### src/rtl/cram_arbiter_if.sv
// ---------------------------------------------------------------------------
// cram_arbiter_if
// Bundles the signals between the cram arbiter, its two masters and the
// single-ported cram instance.
//   master 0 (control unit)  : i_w_m0_req/we/addr/wdata  -> o_r_m0_ack/rdata
//   master 1 (debug/loader)  : i_w_m1_req/we/addr/wdata  -> o_r_m1_ack/rdata
//   RAM side                 : o_r_ram_oe/we/addr/in, i_w_ram_out
//   status                   : o_r_grant (one-hot owner), o_w_busy
// The slave modport is the arbiter's view; the master modport is the view of
// whatever drives the requests and models the RAM.
// ---------------------------------------------------------------------------
interface cram_arbiter_if #(
    parameter int p_data_width    = 16,
    parameter int p_address_width = 10
);
    logic                       i_w_m0_req;
    logic                       i_w_m0_we;
    logic [p_address_width-1:0] i_w_m0_addr;
    logic [p_data_width-1:0]    i_w_m0_wdata;
    logic                       o_r_m0_ack;
    logic [p_data_width-1:0]    o_r_m0_rdata;

    logic                       i_w_m1_req;
    logic                       i_w_m1_we;
    logic [p_address_width-1:0] i_w_m1_addr;
    logic [p_data_width-1:0]    i_w_m1_wdata;
    logic                       o_r_m1_ack;
    logic [p_data_width-1:0]    o_r_m1_rdata;

    logic                       o_r_ram_oe;
    logic                       o_r_ram_we;
    logic [p_address_width-1:0] o_r_ram_addr;
    logic [p_data_width-1:0]    o_r_ram_in;
    logic [p_data_width-1:0]    i_w_ram_out;

    logic [1:0]                 o_r_grant;
    logic                       o_w_busy;

    modport slave (
        input  i_w_m0_req, i_w_m0_we, i_w_m0_addr, i_w_m0_wdata,
        output o_r_m0_ack, o_r_m0_rdata,
        input  i_w_m1_req, i_w_m1_we, i_w_m1_addr, i_w_m1_wdata,
        output o_r_m1_ack, o_r_m1_rdata,
        output o_r_ram_oe, o_r_ram_we, o_r_ram_addr, o_r_ram_in,
        input  i_w_ram_out,
        output o_r_grant, o_w_busy
    );

    modport master (
        output i_w_m0_req, i_w_m0_we, i_w_m0_addr, i_w_m0_wdata,
        input  o_r_m0_ack, o_r_m0_rdata,
        output i_w_m1_req, i_w_m1_we, i_w_m1_addr, i_w_m1_wdata,
        input  o_r_m1_ack, o_r_m1_rdata,
        input  o_r_ram_oe, o_r_ram_we, o_r_ram_addr, o_r_ram_in,
        output i_w_ram_out,
        input  o_r_grant, o_w_busy
    );
endinterface

### src/rtl/cram_arbiter.sv
// ---------------------------------------------------------------------------
// cram_arbiter
// Shares one single-ported cram between the control unit (m0) and the
// debugger/loader (m1). Each transaction takes a fixed 4-cycle path
// IDLE -> ACCESS -> WAIT -> RESP; the owner gets a one-cycle ack in RESP.
// Ties are broken round-robin against the last granted master.
// Ports:
//   i_w_clk   : system clock, rising edge
//   i_w_reset : asynchronous active-high reset
//   bus       : cram_arbiter_if.slave (master handshakes, RAM strobes, status)
// ---------------------------------------------------------------------------
module cram_arbiter #(
    parameter int p_data_width    = 16,
    parameter int p_address_width = 10
) (
    input logic          i_w_clk,
    input logic          i_w_reset,
    cram_arbiter_if.slave bus
);
    typedef enum logic [1:0] {
        ST_IDLE,
        ST_ACCESS,
        ST_WAIT,
        ST_RESP
    } state_t;

    state_t                     state_q,     state_d;
    logic [1:0]                 grant_q,     grant_d;
    logic                       ram_oe_q,    ram_oe_d;
    logic                       ram_we_q,    ram_we_d;
    logic                       op_we_q,     op_we_d;
    logic [p_address_width-1:0] ram_addr_q,  ram_addr_d;
    logic [p_data_width-1:0]    ram_in_q,    ram_in_d;
    logic                       m0_ack_q,    m0_ack_d;
    logic                       m1_ack_q,    m1_ack_d;
    logic [p_data_width-1:0]    m0_rdata_q,  m0_rdata_d;
    logic [p_data_width-1:0]    m1_rdata_q,  m1_rdata_d;
    logic                       last_m1_q,   last_m1_d;
    logic                       pick_m1;
    logic                       sel_we;

    // Next-state logic. The direction of the captured transaction is kept in
    // op_we because the RAM strobes are already dropped by the time WAIT
    // decides whether to latch read data.
    always_comb begin
        state_d    = state_q;
        grant_d    = grant_q;
        ram_oe_d   = ram_oe_q;
        ram_we_d   = ram_we_q;
        op_we_d    = op_we_q;
        ram_addr_d = ram_addr_q;
        ram_in_d   = ram_in_q;
        m0_ack_d   = m0_ack_q;
        m1_ack_d   = m1_ack_q;
        m0_rdata_d = m0_rdata_q;
        m1_rdata_d = m1_rdata_q;
        last_m1_d  = last_m1_q;
        pick_m1    = 1'b0;
        sel_we     = 1'b0;

        case (state_q)
            ST_IDLE: begin
                if (bus.i_w_m0_req || bus.i_w_m1_req) begin
                    // m1 wins when it is alone, or on a tie when m0 went last.
                    pick_m1 = bus.i_w_m1_req && (!bus.i_w_m0_req || !last_m1_q);
                    if (pick_m1) begin
                        sel_we     = bus.i_w_m1_we;
                        ram_addr_d = bus.i_w_m1_addr;
                        ram_in_d   = bus.i_w_m1_wdata;
                        grant_d    = 2'b10;
                    end else begin
                        sel_we     = bus.i_w_m0_we;
                        ram_addr_d = bus.i_w_m0_addr;
                        ram_in_d   = bus.i_w_m0_wdata;
                        grant_d    = 2'b01;
                    end
                    ram_we_d = sel_we;
                    ram_oe_d = !sel_we;
                    op_we_d  = sel_we;
                    state_d  = ST_ACCESS;
                end
            end
            ST_ACCESS: begin
                ram_we_d = 1'b0;
                ram_oe_d = 1'b0;
                state_d  = ST_WAIT;
            end
            ST_WAIT: begin
                if (grant_q[1]) begin
                    m1_ack_d = 1'b1;
                    if (!op_we_q) m1_rdata_d = bus.i_w_ram_out;
                end else begin
                    m0_ack_d = 1'b1;
                    if (!op_we_q) m0_rdata_d = bus.i_w_ram_out;
                end
                state_d = ST_RESP;
            end
            ST_RESP: begin
                m0_ack_d  = 1'b0;
                m1_ack_d  = 1'b0;
                last_m1_d = grant_q[1];
                grant_d   = 2'b00;
                state_d   = ST_IDLE;
            end
            default: begin
                state_d = ST_IDLE;
            end
        endcase
    end

    // State register. The pointer resets to m1 so that m0 wins the first tie.
    always_ff @(posedge i_w_clk or posedge i_w_reset) begin
        if (i_w_reset) begin
            state_q    <= ST_IDLE;
            grant_q    <= 2'b00;
            ram_oe_q   <= 1'b0;
            ram_we_q   <= 1'b0;
            op_we_q    <= 1'b0;
            ram_addr_q <= '0;
            ram_in_q   <= '0;
            m0_ack_q   <= 1'b0;
            m1_ack_q   <= 1'b0;
            m0_rdata_q <= '0;
            m1_rdata_q <= '0;
            last_m1_q  <= 1'b1;
        end else begin
            state_q    <= state_d;
            grant_q    <= grant_d;
            ram_oe_q   <= ram_oe_d;
            ram_we_q   <= ram_we_d;
            op_we_q    <= op_we_d;
            ram_addr_q <= ram_addr_d;
            ram_in_q   <= ram_in_d;
            m0_ack_q   <= m0_ack_d;
            m1_ack_q   <= m1_ack_d;
            m0_rdata_q <= m0_rdata_d;
            m1_rdata_q <= m1_rdata_d;
            last_m1_q  <= last_m1_d;
        end
    end

    assign bus.o_r_grant    = grant_q;
    assign bus.o_r_ram_oe   = ram_oe_q;
    assign bus.o_r_ram_we   = ram_we_q;
    assign bus.o_r_ram_addr = ram_addr_q;
    assign bus.o_r_ram_in   = ram_in_q;
    assign bus.o_r_m0_ack   = m0_ack_q;
    assign bus.o_r_m1_ack   = m1_ack_q;
    assign bus.o_r_m0_rdata = m0_rdata_q;
    assign bus.o_r_m1_rdata = m1_rdata_q;
    assign bus.o_w_busy     = (state_q != ST_IDLE);
endmodule
### src/flat_wrapper.sv
// flat-port wrapper written by rule: the top's interface ports become plain ports
module cram_arbiter_flat 
#(
    parameter int p_data_width    = 16,
    parameter int p_address_width = 10
)
  (i_w_clk, i_w_reset, bus_i_w_m0_req, bus_i_w_m0_we, bus_i_w_m0_addr, bus_i_w_m0_wdata, bus_o_r_m0_ack, bus_o_r_m0_rdata, bus_i_w_m1_req, bus_i_w_m1_we, bus_i_w_m1_addr, bus_i_w_m1_wdata, bus_o_r_m1_ack, bus_o_r_m1_rdata, bus_o_r_ram_oe, bus_o_r_ram_we, bus_o_r_ram_addr, bus_o_r_ram_in, bus_i_w_ram_out, bus_o_r_grant, bus_o_w_busy);
  cram_arbiter_if #(.p_data_width(p_data_width), .p_address_width(p_address_width)) bus_i ();
  input logic i_w_clk;
  input logic i_w_reset;
  input wire logic [$bits(bus_i.i_w_m0_req)-1:0] bus_i_w_m0_req;
  input wire logic [$bits(bus_i.i_w_m0_we)-1:0] bus_i_w_m0_we;
  input wire logic [$bits(bus_i.i_w_m0_addr)-1:0] bus_i_w_m0_addr;
  input wire logic [$bits(bus_i.i_w_m0_wdata)-1:0] bus_i_w_m0_wdata;
  output wire logic [$bits(bus_i.o_r_m0_ack)-1:0] bus_o_r_m0_ack;
  output wire logic [$bits(bus_i.o_r_m0_rdata)-1:0] bus_o_r_m0_rdata;
  input wire logic [$bits(bus_i.i_w_m1_req)-1:0] bus_i_w_m1_req;
  input wire logic [$bits(bus_i.i_w_m1_we)-1:0] bus_i_w_m1_we;
  input wire logic [$bits(bus_i.i_w_m1_addr)-1:0] bus_i_w_m1_addr;
  input wire logic [$bits(bus_i.i_w_m1_wdata)-1:0] bus_i_w_m1_wdata;
  output wire logic [$bits(bus_i.o_r_m1_ack)-1:0] bus_o_r_m1_ack;
  output wire logic [$bits(bus_i.o_r_m1_rdata)-1:0] bus_o_r_m1_rdata;
  output wire logic [$bits(bus_i.o_r_ram_oe)-1:0] bus_o_r_ram_oe;
  output wire logic [$bits(bus_i.o_r_ram_we)-1:0] bus_o_r_ram_we;
  output wire logic [$bits(bus_i.o_r_ram_addr)-1:0] bus_o_r_ram_addr;
  output wire logic [$bits(bus_i.o_r_ram_in)-1:0] bus_o_r_ram_in;
  input wire logic [$bits(bus_i.i_w_ram_out)-1:0] bus_i_w_ram_out;
  output wire logic [$bits(bus_i.o_r_grant)-1:0] bus_o_r_grant;
  output wire logic [$bits(bus_i.o_w_busy)-1:0] bus_o_w_busy;
  assign bus_i.i_w_m0_req = bus_i_w_m0_req;
  assign bus_i.i_w_m0_we = bus_i_w_m0_we;
  assign bus_i.i_w_m0_addr = bus_i_w_m0_addr;
  assign bus_i.i_w_m0_wdata = bus_i_w_m0_wdata;
  assign bus_o_r_m0_ack = bus_i.o_r_m0_ack;
  assign bus_o_r_m0_rdata = bus_i.o_r_m0_rdata;
  assign bus_i.i_w_m1_req = bus_i_w_m1_req;
  assign bus_i.i_w_m1_we = bus_i_w_m1_we;
  assign bus_i.i_w_m1_addr = bus_i_w_m1_addr;
  assign bus_i.i_w_m1_wdata = bus_i_w_m1_wdata;
  assign bus_o_r_m1_ack = bus_i.o_r_m1_ack;
  assign bus_o_r_m1_rdata = bus_i.o_r_m1_rdata;
  assign bus_o_r_ram_oe = bus_i.o_r_ram_oe;
  assign bus_o_r_ram_we = bus_i.o_r_ram_we;
  assign bus_o_r_ram_addr = bus_i.o_r_ram_addr;
  assign bus_o_r_ram_in = bus_i.o_r_ram_in;
  assign bus_i.i_w_ram_out = bus_i_w_ram_out;
  assign bus_o_r_grant = bus_i.o_r_grant;
  assign bus_o_w_busy = bus_i.o_w_busy;
  cram_arbiter #(.p_data_width(p_data_width), .p_address_width(p_address_width)) u_core (.i_w_clk(i_w_clk), .i_w_reset(i_w_reset), .bus(bus_i));
endmodule
### config.mk
export PLATFORM = sky130hd
export DESIGN_NAME = cram_arbiter_flat
export DESIGN_NICKNAME = d
export VERILOG_FILES = /design/src/rtl/cram_arbiter_if.sv /design/src/rtl/cram_arbiter.sv /design/src/flat_wrapper.sv
export SDC_FILE = /design/constraint.sdc
export NUM_CORES = 1
export LEC_CHECK = 0
export BUFFER_PORTS_ARGS = -buffer_cell sky130_fd_sc_hd__buf_2
export CAP_MARGIN = 20
export CORE_UTILIZATION = 48
export CTS_BUF_LIST = sky130_fd_sc_hd__clkbuf_4 sky130_fd_sc_hd__clkbuf_8
export CTS_CLUSTER_DIAMETER = 150
export CTS_CLUSTER_SIZE = 20
export DETAILED_ROUTE_END_ITERATION = 8
export PLACE_DENSITY = 0.82
export REMOVE_ABC_BUFFERS = 1
export SLEW_MARGIN = 20
export SYNTH_ARGS = -nofsm -noshare
export SYNTH_HDL_FRONTEND = slang
export SYNTH_SLANG_ARGS = --single-unit
### constraint.sdc
create_clock -name i_w_clk -period 2.06 [get_ports i_w_clk]
set_input_delay 0.103 -clock i_w_clk [delete_from_list [all_inputs] [get_ports i_w_clk]]
set_output_delay 0.103 -clock i_w_clk [all_outputs]
set_load 0.01 [all_outputs]
# After elaboration in Yosys (flattened, before gate mapping)
# Cells that the tools add are included.
# Widths: inputs -> output; s select.
# classes
n_mul,0
n_reduce_logical,18
add_sub_neg,0
n_lt_le_gt_ge,0
n_shift,0
div,0
bitwise_logic,2
muxes,18
n_eq_ne,6
# ops
operator,count
$mux 16,1
$mux 10,1
$reduce_and 2->1,5
$pmux 1 s2,4
$pmux 2 s4,1
$reduce_bool 2->1,4
$mux 1,7
$mux 2,3
$reduce_and 3->1,2
$eq 2x2->1 const B,2
$ne 2x1->1 const B,2
$pmux 2 s2,1
$logic_not 1->1,3
$eq 2x1->1 const B,1
$logic_not 2->1,1
$logic_or 1x1->1,2
$ne 2x2->1 const B,1
$not 1->1,2
$logic_and 1x1->1,1
# totals
romBits,0
input_bits,74
latch_bits,0
ram_bits,0
out_inout_bits,65
reg_bits,68
n_memories,0

# Longest topological paths before layout
# Gate-level depths: netlist of the first run.
# logic_depth
word_depth,9
depth_mapped,7
ltp_nobuf,5

# Worst setup path after synthesis of the first run
# Ideal clock, no wire load.
# synth_timing
path_kind,register to register
start,register u_core.state_q[0]
end,"register u_core.m0_rdata_q[0], in the netlist u_core.bus.o_r_m0_rdata[0]"
period_less_slack_ps,1707
arrival_ps,1582
path_stages_with_launch,8
t_required_ps,1935
setup_slack_ps,353
cell_sequence,dfrtp_1 inv_1 ha_1 nor2b_2 nor2b_4 buf_6 buf_12 mux2_4
# synth_via
elab_chain_cells,2
# synth_lines
element,line_no,rtl
from (decl),cram_arbiter.sv:27,"state_t state_q, state_d;"
from (signal assigned),cram_arbiter.sv:127,state_q <= state_d;
$eq 2x2->1,cram_arbiter.sv:61,case (state_q)
$reduce_and 3->1 (no line),n/a,
to (signal assigned),cram_arbiter.sv:136,m0_rdata_q <= m0_rdata_d;
to (decl),cram_arbiter.sv:36,"logic [p_data_width-1:0] m0_rdata_q, m0_rdata_d;"
# Every way passes these cells.
# A chain may end at the register's enable or synchronous reset.

# Final worst setup path of the first run
# layout_timing
start,register u_core.state_q[0]
end,"register u_core.m0_rdata_q[14], in the netlist u_core.bus.o_r_m0_rdata[14]"
# Same word-level chain as after synthesis.

==> results of run 1 <==
-- flip-flops by register name, summed over array words and instances (netlist names) --
signal / count
u_core.state_q: 2
u_core.last_m1_q: 1
u_core.bus.o_r_ram_we: 1
u_core.bus.o_r_m1_ack: 1
u_core.bus.o_r_ram_addr: 10
u_core.bus.o_r_grant: 2
u_core.bus.o_r_m0_rdata: 16
u_core.op_we_q: 1
u_core.bus.o_r_ram_oe: 1
u_core.bus.o_r_ram_in: 16
u_core.bus.o_r_m1_rdata: 16
u_core.bus.o_r_m0_ack: 1
-- timing repair --
action                                  4_1_cts  5_1_grt
endpoints found under the setup margin        0       26
endpoints found under the hold margin        68        0
buffers inserted                              0        0
resized for setup                             0        1
hold buffers                                 39        0
-- metrics by stage --
| stage | instance area [um^2] | worst slack, ns | setup TNS [ns] |
|---|---|---|---|
| 2_1_floorplan | 2820 | -0.0730 | -1.94 |
| 3_3_place_gp | 3650 | 0.193 | 0 |
| 3_5_place_dp | 3650 | 0.104 | 0 |
| 4_1_cts | 4220 | 0.108 | 0 |
| 5_1_grt | 4220 | 0.122 | 0 |
| 6_report | 4220 | 0.240 | 0 |
-- power by group through the flow --
stage	Combinational (mW)	Clock [mW]	Sequential [mW]
after floorplan	1.29	0	2.66
after detailed placement	2.63	0	2.40
final	2.68	0.963	2.41
after global routing	2.93	1.03	2.48
after global placement	2.55	0	2.38
after CTS	2.68	0.992	2.39
-- final cells by class --
cell class                 instances  area, um^2  share of cell area [%]
clock buffer                      10         138                    3.26
clock inverter                     6        40.0                   0.948
inverter                           4        15.0                   0.355
multi-input combinational        120        1100                    26.1
sequential                        68        1700                    40.3
tap                               75        93.8                    2.22
timing repair buffer             182        1130                    26.8
-- cells in the mapped netlist --
master     number  area share (%)
dfrtp_1        67              57
and3_1         27             5.8
a221o_1        26             8.9
mux2_2         23             8.8
mux2_4         10             5.1
o21ai_0         8             1.4
clkbuf_1        7            0.90
ha_1            5             2.1
inv_1           4            0.51
nand2_1         3            0.38
nor2_1          3            0.38
a22o_1          2            0.60
buf_6           2            0.77
buf_8           2             1.0
a21boi_4        1            0.64
a21oi_1         1            0.17
a32o_1          1            0.34
buf_12          1            0.68
buf_2           1            0.17
buf_4           1            0.26
dfstp_2         1            0.90
mux2i_1         1            0.34
nand2b_1        1            0.21
nand3_1         1            0.17
nand3b_2        1            0.38
nor2b_2         1            0.30
nor2b_4         1            0.47
o21ai_1         1            0.17
o2bb2ai_1       1            0.30
or2_1           1            0.21
or3b_2          1            0.30
-- layer usage --
metal / wire (um) / up-vias
li1: - / 1142
met1: 3200 / 1171
met2: 3440 / 164
met3: 621 / 15
met4: 178 / 0
met5: 0 / -
-- cell families after synthesis --
logic type                 Yosys count
DFF                                 68
muxes                               34
AOI/OAI and AO/OA                   41
and+or+nand+nor                     40
adders and majority gates            5
buffers and inverters               18
-- worst max-delay path by stage --
stage | to
after detailed placement | u_core.bus.o_r_ram_addr[4]$_DFFE_PP0P_
after floorplan | u_core.bus.o_r_ram_addr[0]$_DFFE_PP0P_
after global routing | u_core.bus.o_r_m0_rdata[13]$_DFFE_PP0P_
after global placement | u_core.bus.o_r_ram_in[12]$_DFFE_PP0P_
after CTS | u_core.bus.o_r_ram_addr[4]$_DFFE_PP0P_
final | u_core.bus.o_r_m0_rdata[14]$_DFFE_PP0P_
==> out/metrics.yaml, run 1 <==
status:
  run_status: "finished, violations left"
  violations: "design-rule violations"
floorplanning:
  dieHeight_um: 80.1
  die_w_um: 80.1
  fp-row-count: 28
  die_area_um2: 6420
  coreArea_um2: 5890
  start_util_pct: 49.7
  ios: 139
clocking:
  cts_tree: "built"
  cts_sinks: 68
  clk_latency_ns: 0.34
  htreeDepth: 3
  cts.clk_slew.worst_paths_ns: 0.07
  cts.path.max_buffers: 2
  cts-root-buf: "clkbuf_8"
  cts_made_buffers: 9
cells_and_area:
  final_util_pct: 71.8
  layout_common_cells: "138 x buf_2, 67 x dfrtp_1, 39 x dlygate4sd3_1"
  nNetsFinal: 464
  final_cells: 465
  drive_above_1_share_pct: 51.5
  final_common_cell: "buf_2"
  fillers: 396
  antenna_cells: 0
  layout-area-overhead-vs-synth_pct: 44.3
routing:
  ant_nets: 0
  wire_per_inst_um: 16.0
  drtIter0Drc: 89
  drt-pass1-iter-count: 6
  vias: 2492
  wl_um: 7440
  viasPerCell: 5.36
  drc: 1
synth:
  netlist_area_um2: 2930
  ys_seq_area_share_pct: 58.2
  synth_top_family_by_area: "multiplexers"
  yosys.area_share.simple_pct: 8.59
  synth-seq-cells: 68
  synth.distinct_cells: 31
  avgSynthCellArea_um2: 14.2
  synth_compound_area_share_pct: 12.5
  muxShareOfSynthArea_pct: 14.3
  synthXorXnorAreaFrac_pct: 0
  syn_inst: 206
  ys_warn_count: 0
  synth-adder-area-share_pct: 2.14
placed_design:
  place_inst: 410
  io_buffers: 138
  dp_hpwl_um: 4720
  gp_congestion: 0.782
global_route:
  grt_pass1_wl_um: 11300
  grt_use_total_pct: 24.1
  use_met2_pct: 40.2
  grt_pass1_vias: 2403
  grt.overflow.total: 0
  antenna_found_initial: 0
  grt_use_met1_pct: 29.4
  grt.met3_usage_pct: 5.57
  grt_busiest_layer: "met2"
  grt_max_degree: 32
worst_setup_path:
  crit_type: "flop to flop"
  startpoint: "u_core.state_q[0]$_DFFE_PP0P_"
  r2r-end: "u_core.bus.o_r_m0_rdata[14]$_DFFE_PP0P_"
  cp.arrival_ns: 2.04
  max_stage_delay_ns: 0.41
  cp-start-kind: "flop"
  critical_path.max_fanout: 16
  worst-path-stages: 6
  reg2reg_slack_ns: 0.24
  path_buf_inv: 2
  cp_cell_sequence: "inv_1 > ha_1 > nor2b_2 > nor2b_4 > buf_12 > mux2_2"
  rr_startpoint: "u_core.state_q[0]$_DFFE_PP0P_"
  crit_path_top_delay_cell: "dfrtp_1"
  end_kind: "flop"
  critical_path.top_delay_family: "flip-flops"
  required_ns: 2.28
  reg2regPathDepth: 6
power_and_ir_drop:
  power.density_nw_per_um2: 1430
  internal_power_mw: 3.89
  finalPower_mw: 6.05
  peakVddDrop_mv: 0.839
  clockPowerShare_pct: 15.9
  combPwrFrac_pct: 44.3
  swShare_pct: 35.7
  switchingPower_mw: 2.16
  seqPwrFrac_pct: 39.8
  leakage_nw: 2.21
worst_hold_path:
  hold_path.class: "primary input to flop"
  hold_depth: 2
  hold_start: "bus_i_w_m0_addr[4]"
  whs_endpoint: "u_core.bus.o_r_ram_addr[4]$_DFFE_PP0P_"
sta:
  slew_headroom_pct: 58.1
  setup_violations: 0
  worstMarginPinSlew_ns: 0.626
  clock_skew_ns: 0.00913
  finalCritPeriodShare_pct: 88.4
  finalMaxSlewViolations: 0
  period_minus_slack_ns: 1.82
  final-hold-violation-count: 0
  hold_slack_ns: 0.0205
  max_freq_ghz: 0.549
  grt_setup_unrepaired: "no"
job:
  drv_cap: 0
No activity file was read; power rests on OpenSTA's default activity.
==> run 2: changes to the inputs <==
--- a/config.mk
+++ b/config.mk
@@ -7,6 +7,7 @@
 export LEC_CHECK = 0
 export BUFFER_PORTS_ARGS = -buffer_cell sky130_fd_sc_hd__buf_2
 export CAP_MARGIN = 20
+export CORE_MARGIN = 2
 export CORE_UTILIZATION = 48
 export CTS_BUF_LIST = sky130_fd_sc_hd__clkbuf_4 sky130_fd_sc_hd__clkbuf_8
 export CTS_CLUSTER_DIAMETER = 150
==> run 2 against run 1 <==
Utilization down 3.5 points; fmax fell by 0.30%; design area is 4.3% lower; flip-flop and latch count is the same; the flow now finishes without violations.
==> out/metrics.yaml, run 2 (same netlist as run 1, synthesis figures left out) <==
clocking:
  htreeDepth: 3
  clk_latency_ns: 0.33
  cts.path.max_buffers: 2
  cts-root-buf: "clkbuf_8"
  cts.clk_slew.worst_paths_ns: 0.07
  cts_made_buffers: 9
  cts_setup_buffers: 0
  cts_tree: "built"
  cts_sinks: 68
worst_setup_path:
  end_kind: "flop"
  required_ns: 2.27
  cp.arrival_ns: 2.04
  cp-start-kind: "flop"
  crit_type: "flop to flop"
  reg2regPathDepth: 6
  critical_path.max_fanout: 16
placed_design:
  dpl-instance-area_um2: 3650
  dp_hpwl_um: 4740
  io_buffers: 138
  gp_congestion: 0.757
global_route:
  grt_use_met1_pct: 25.1
  use_met2_pct: 35.8
  grt_pass1_vias: 2303
  grt_busiest_layer: "met2"
  grt_use_total_pct: 21.2
  grt_max_degree: 37
  grt.met3_usage_pct: 5.33
  grt.overflow.total: 0
  antenna_found_initial: 0
  grt_pass1_wl_um: 10700
sta:
  grt_setup_unrepaired: "no"
  fin_setup_tns_ns: 0
  worstMarginPinSlew_ns: 0.738
  period_minus_slack_ns: 1.83
  hold_slack_ns: 0.0127
  finalCritPeriodShare_pct: 88.6
  clock_skew_ns: 0.00942
  finalMaxSlewViolations: 0
  final-hold-violation-count: 0
  max_freq_ghz: 0.548
  slew_headroom_pct: 50.6
  setup_violations: 0
routing:
  wire_per_inst_um: 15.8
  drc: 0
  wl_um: 7040
  viasPerCell: 5.31
  drtIter0Drc: 58
  ant_nets: 0
  drt-pass1-iter-count: 4
  vias: 2368
floorplanning:
  dieHeight_um: 82.1
  die_w_um: 82.1
  fp-row-count: 28
  coreArea_um2: 5920
  die_area_um2: 6740
  ios: 139
  start_util_pct: 49.5
power_and_ir_drop:
  power.density_nw_per_um2: 1490
  leakage_nw: 2.13
  peakVddDrop_mv: 0.773
worst_hold_path:
  hold_path.class: "primary input to flop"
  hold_depth: 2
job:
  drv_cap: 0
cells_and_area:
  antenna_cells: 0
  drive_above_1_share_pct: 54.2
  finish.instance_area_um2: 4040
  layout_common_cells: "138 x buf_2, 67 x dfrtp_1, 26 x and3_1, 26 x a221o_1, 23 x mux2_2"
  layout-area-overhead-vs-synth_pct: 38.0
  nNetsFinal: 445
  final_common_cell: "buf_2"
status:
  run_status: "completed"
run 2: cell count changes in the layout (fill, tap and decap cells not counted):
cell,delta
dlygate4sd3_1,-19
clkbuf_4,+4
clkinv_4,-2
clkinv_2,-1
clkinvlp_4,-1
o21ai_2,-1
o21ai_4,+1
run 2: cell type report:
cell class              count  area (um^2)
clock buffers              14          168
clock inverters             2         10.0
fillers                   440         1880
inverters                   4         15.0
multi-input cells         120         1110
flip-flops and latches     68         1700
well taps                  75         93.8
repair buffers            163          941
run 2: path summary, 6_finish.rpt:
path	start	end	slack [ns]
worst min-delay path	bus_i_w_m0_addr[5]	u_core.bus.o_r_ram_addr[5]$_DFFE_PP0P_	0.01
min in group asynchronous	i_w_reset	u_core.bus.o_r_ram_addr[0]$_DFFE_PP0P_	0.41
max in group asynchronous	i_w_reset	u_core.bus.o_r_m1_rdata[0]$_DFFE_PP0P_	1.30
worst max register to register	u_core.state_q[0]$_DFFE_PP0P_	u_core.bus.o_r_m0_rdata[13]$_DFFE_PP0P_	0.23
worst max-delay path	u_core.state_q[0]$_DFFE_PP0P_	u_core.bus.o_r_m0_rdata[13]$_DFFE_PP0P_	0.23
worst min register to register	u_core.bus.o_r_m1_rdata[11]$_DFFE_PP0P_	u_core.bus.o_r_m1_rdata[11]$_DFFE_PP0P_	0.50
run 2: per-stage QoR:
stage	cells	total power [mW]	utilization [%]	setup WS, ns
2_1_floorplan	192	3.95	-	-0.0730
3_3_place_gp	410	4.91	61.7	0.277
3_5_place_dp	410	5.03	61.7	0.124
4_1_cts	446	6.05	68.1	0.121
5_1_grt	446	6.44	68.3	0.115
6_report	446	6.02	68.3	0.234
run 2: worst max-delay path: stages, from the launching register on:
cell     delay (ns)
dfrtp_1        0.41
inv_1          0.12
ha_1           0.26
nor2b_2        0.21
nor2b_4        0.18
buf_12         0.17
mux2_2         0.35
run 2: routing by layer:
| layer | vias up | wire length (um) |
|---|---|---|
| met4 | 0 | 157 |
| met2 | 128 | 3310 |
| met3 | 17 | 573 |
| met5 | - | 0 |
| li1 | 1095 | - |
| met1 | 1128 | 3000 |
run 2: what timing repair did:
item	CTS	global route
setup endpoints to repair	0	1
hold endpoints to repair	86	0
hold buffers	20	0
resized for setup	0	1
run 2: where the power goes:
part | total, mW | switching (mW) | internal [mW]
clock network | 0.972 | 0.451 | 0.521
logic | 2.66 | 1.26 | 1.40
registers | 2.38 | 0.379 | 2.00
==> run 3: changes to the inputs <==
--- a/config.mk
+++ b/config.mk
@@ -14,6 +14,7 @@
 export CTS_CLUSTER_SIZE = 20
 export DETAILED_ROUTE_END_ITERATION = 8
 export PLACE_DENSITY = 0.82
+export RECOVER_POWER = 25
 export REMOVE_ABC_BUFFERS = 1
 export SLEW_MARGIN = 20
 export SYNTH_ARGS = -nofsm -noshare
==> run 3 against run 2 <==
Worst hold slack barely moved; combinational power barely moved; critical path depth did not move; fmax barely moved; sequential share of layout area rose by 0.052 points; register-to-register slack barely moved; routed wire length fell by 0.44%; clock-buffer cell count did not move; final cell count did not move.
==> out/metrics.yaml, run 3 (same netlist as run 1, synthesis figures left out) <==
power_and_ir_drop:
  combPwrFrac_pct: 44.2
  internal_power_mw: 3.93
  power.density_nw_per_um2: 1490
  leakage_nw: 2.13
  swShare_pct: 34.7
  peakVddDrop_mv: 0.772
  switchingPower_mw: 2.09
  clockPowerShare_pct: 16.2
  seqPwrFrac_pct: 39.6
  finalPower_mw: 6.01
cells_and_area:
  antenna_cells: 0
  layout-area-overhead-vs-synth_pct: 37.9
  finish.instance_area_um2: 4040
  register_area_um2: 1700
  nNetsFinal: 445
  final_common_cell: "buf_2"
  multi_input_comb_area_um2: 1110
  final_cells: 446
  fillers: 442
  drive_above_1_share_pct: 53.9
  layout_common_cells: "138 x buf_2, 67 x dfrtp_1, 26 x and3_1, 26 x a221o_1, 23 x mux2_2"
worst_hold_path:
  hold_path.class: "primary input to flop"
  hold_depth: 2
worst_setup_path:
  crit_path_top_delay_cell: "dfrtp_1"
  path_buf_inv: 2
  cp-start-kind: "flop"
  cp_cell_sequence: "inv_1 > ha_1 > nor2b_2 > nor2b_4 > buf_12 > mux2_2"
  required_ns: 2.27
  critical_path.max_fanout: 16
  worst-path-stages: 6
  reg2regPathDepth: 6
  critical_path.top_delay_family: "flip-flops"
  max_stage_delay_ns: 0.41
  end_kind: "flop"
  crit_type: "flop to flop"
  cp.arrival_ns: 2.04
clocking:
  cts.path.max_buffers: 2
  htreeDepth: 3
  cts_sinks: 68
  cts_setup_buffers: 0
  cts_tree: "built"
  clk_latency_ns: 0.33
  cts.clk_slew.worst_paths_ns: 0.07
  cts-root-buf: "clkbuf_8"
  cts_made_buffers: 9
sta:
  period_minus_slack_ns: 1.83
  timing.final.ws_setup_ns: 0.234
  clock_skew_ns: 0.00942
  finalMaxSlewViolations: 0
  grt_setup_unrepaired: "no"
  worstMarginPinSlew_ns: 0.868
  max_freq_ghz: 0.548
  slew_headroom_pct: 42.1
  setup_violations: 0
  final-hold-violation-count: 0
  finalCritPeriodShare_pct: 88.6
floorplanning:
  ios: 139
  die_w_um: 82.1
  dieHeight_um: 82.1
  coreArea_um2: 5920
  fp-row-count: 28
  start_util_pct: 49.5
  die_area_um2: 6740
routing:
  ant_nets: 0
  wl_um: 7010
  drc: 0
  viasPerCell: 5.30
  vias: 2366
  drtIter0Drc: 59
  wire_per_inst_um: 15.7
  drt-pass1-iter-count: 4
status:
  run_status: "completed"
global_route:
  grt_use_total_pct: 21.2
  antenna_found_initial: 0
  grt_max_degree: 37
  grt_pass1_wl_um: 10700
  grt_pass1_vias: 2303
  grt.overflow.total: 0
job:
  drv_cap: 0
placed_design:
  place_inst: 410
  gp_congestion: 0.757
  dp_hpwl_um: 4740
  dpl-instance-area_um2: 3650
  dpl_worst_slack_ns: 0.124
  io_buffers: 138
run 3: cell types whose count changed in the layout (fill, tap and decap cells not counted), sizes merged:
cell	before	now
buf	143	141
clkbuf	14	16
run 3: per-layer routing:
| layer | wire length (um) | track usage [%] | share of wire (%) | vias to the layer above |
|---|---|---|---|---|
| li1 | - | - | - | 1095 |
| met1 | 2980 | 25.1 | 43 | 1130 |
| met2 | 3310 | 35.8 | 47 | 126 |
| met3 | 571 | 5.33 | 8.1 | 15 |
| met4 | 148 | 11.0 | 2.1 | 0 |
| met5 | 0 | 0 | 0 | - |
run 3: final timing paths:
| kind | start | endpoint | slack (ns) |
|---|---|---|---|
| max | u_core.state_q[0]$_DFFE_PP0P_ | u_core.bus.o_r_m0_rdata[13]$_DFFE_PP0P_ | 0.23 |
| min | bus_i_w_m0_addr[5] | u_core.bus.o_r_ram_addr[5]$_DFFE_PP0P_ | 0.01 |
| max reg2reg | u_core.state_q[0]$_DFFE_PP0P_ | u_core.bus.o_r_m0_rdata[13]$_DFFE_PP0P_ | 0.23 |
| min reg2reg | u_core.bus.o_r_m1_rdata[11]$_DFFE_PP0P_ | u_core.bus.o_r_m1_rdata[11]$_DFFE_PP0P_ | 0.50 |
| max in group asynchronous | i_w_reset | u_core.bus.o_r_m1_rdata[0]$_DFFE_PP0P_ | 0.90 |
| min in group asynchronous | i_w_reset | u_core.bus.o_r_ram_addr[0]$_DFFE_PP0P_ | 0.56 |
run 3: area by class of cell:
cell class / count / share of cell area, %
multi-input combinational: 120 / 27.5
clock buffer: 14 / 4.15
inverter: 4 / 0.372
timing repair buffer: 163 / 23.2
clock inverter: 2 / 0.248
sequential: 68 / 42.2
tap: 75 / 2.32
run 3: power groups by stage:
stage | logic, mW | clock network [mW] | registers [mW]
finish | 2.66 | 0.971 | 2.38
global route | 2.90 | 1.08 | 2.46
global placement | 2.54 | 0 | 2.37
floorplan | 1.29 | 0 | 2.66
CTS | 2.67 | 0.997 | 2.38
detailed placement | 2.65 | 0 | 2.39
run 3: what timing repair did:
item | CTS | global route
hold buffers | 20 | 0
endpoints found under the hold margin | 86 | 0
gates resized for setup | 0 | 1
endpoints found under the setup margin | 0 | 1
run 3: per-stage QoR:
step | setup TNS [ns] | util [%] | hold WS (ns)
CTS | 0 | 68.1 | 0.00281
detailed placement | 0 | 61.7 | 0.216
global route | 0 | 68.2 | 0.00510
finish | 0 | 68.2 | 0.0126
floorplan | -1.94 | - | 0.248
global placement | 0 | 61.7 | 0.200
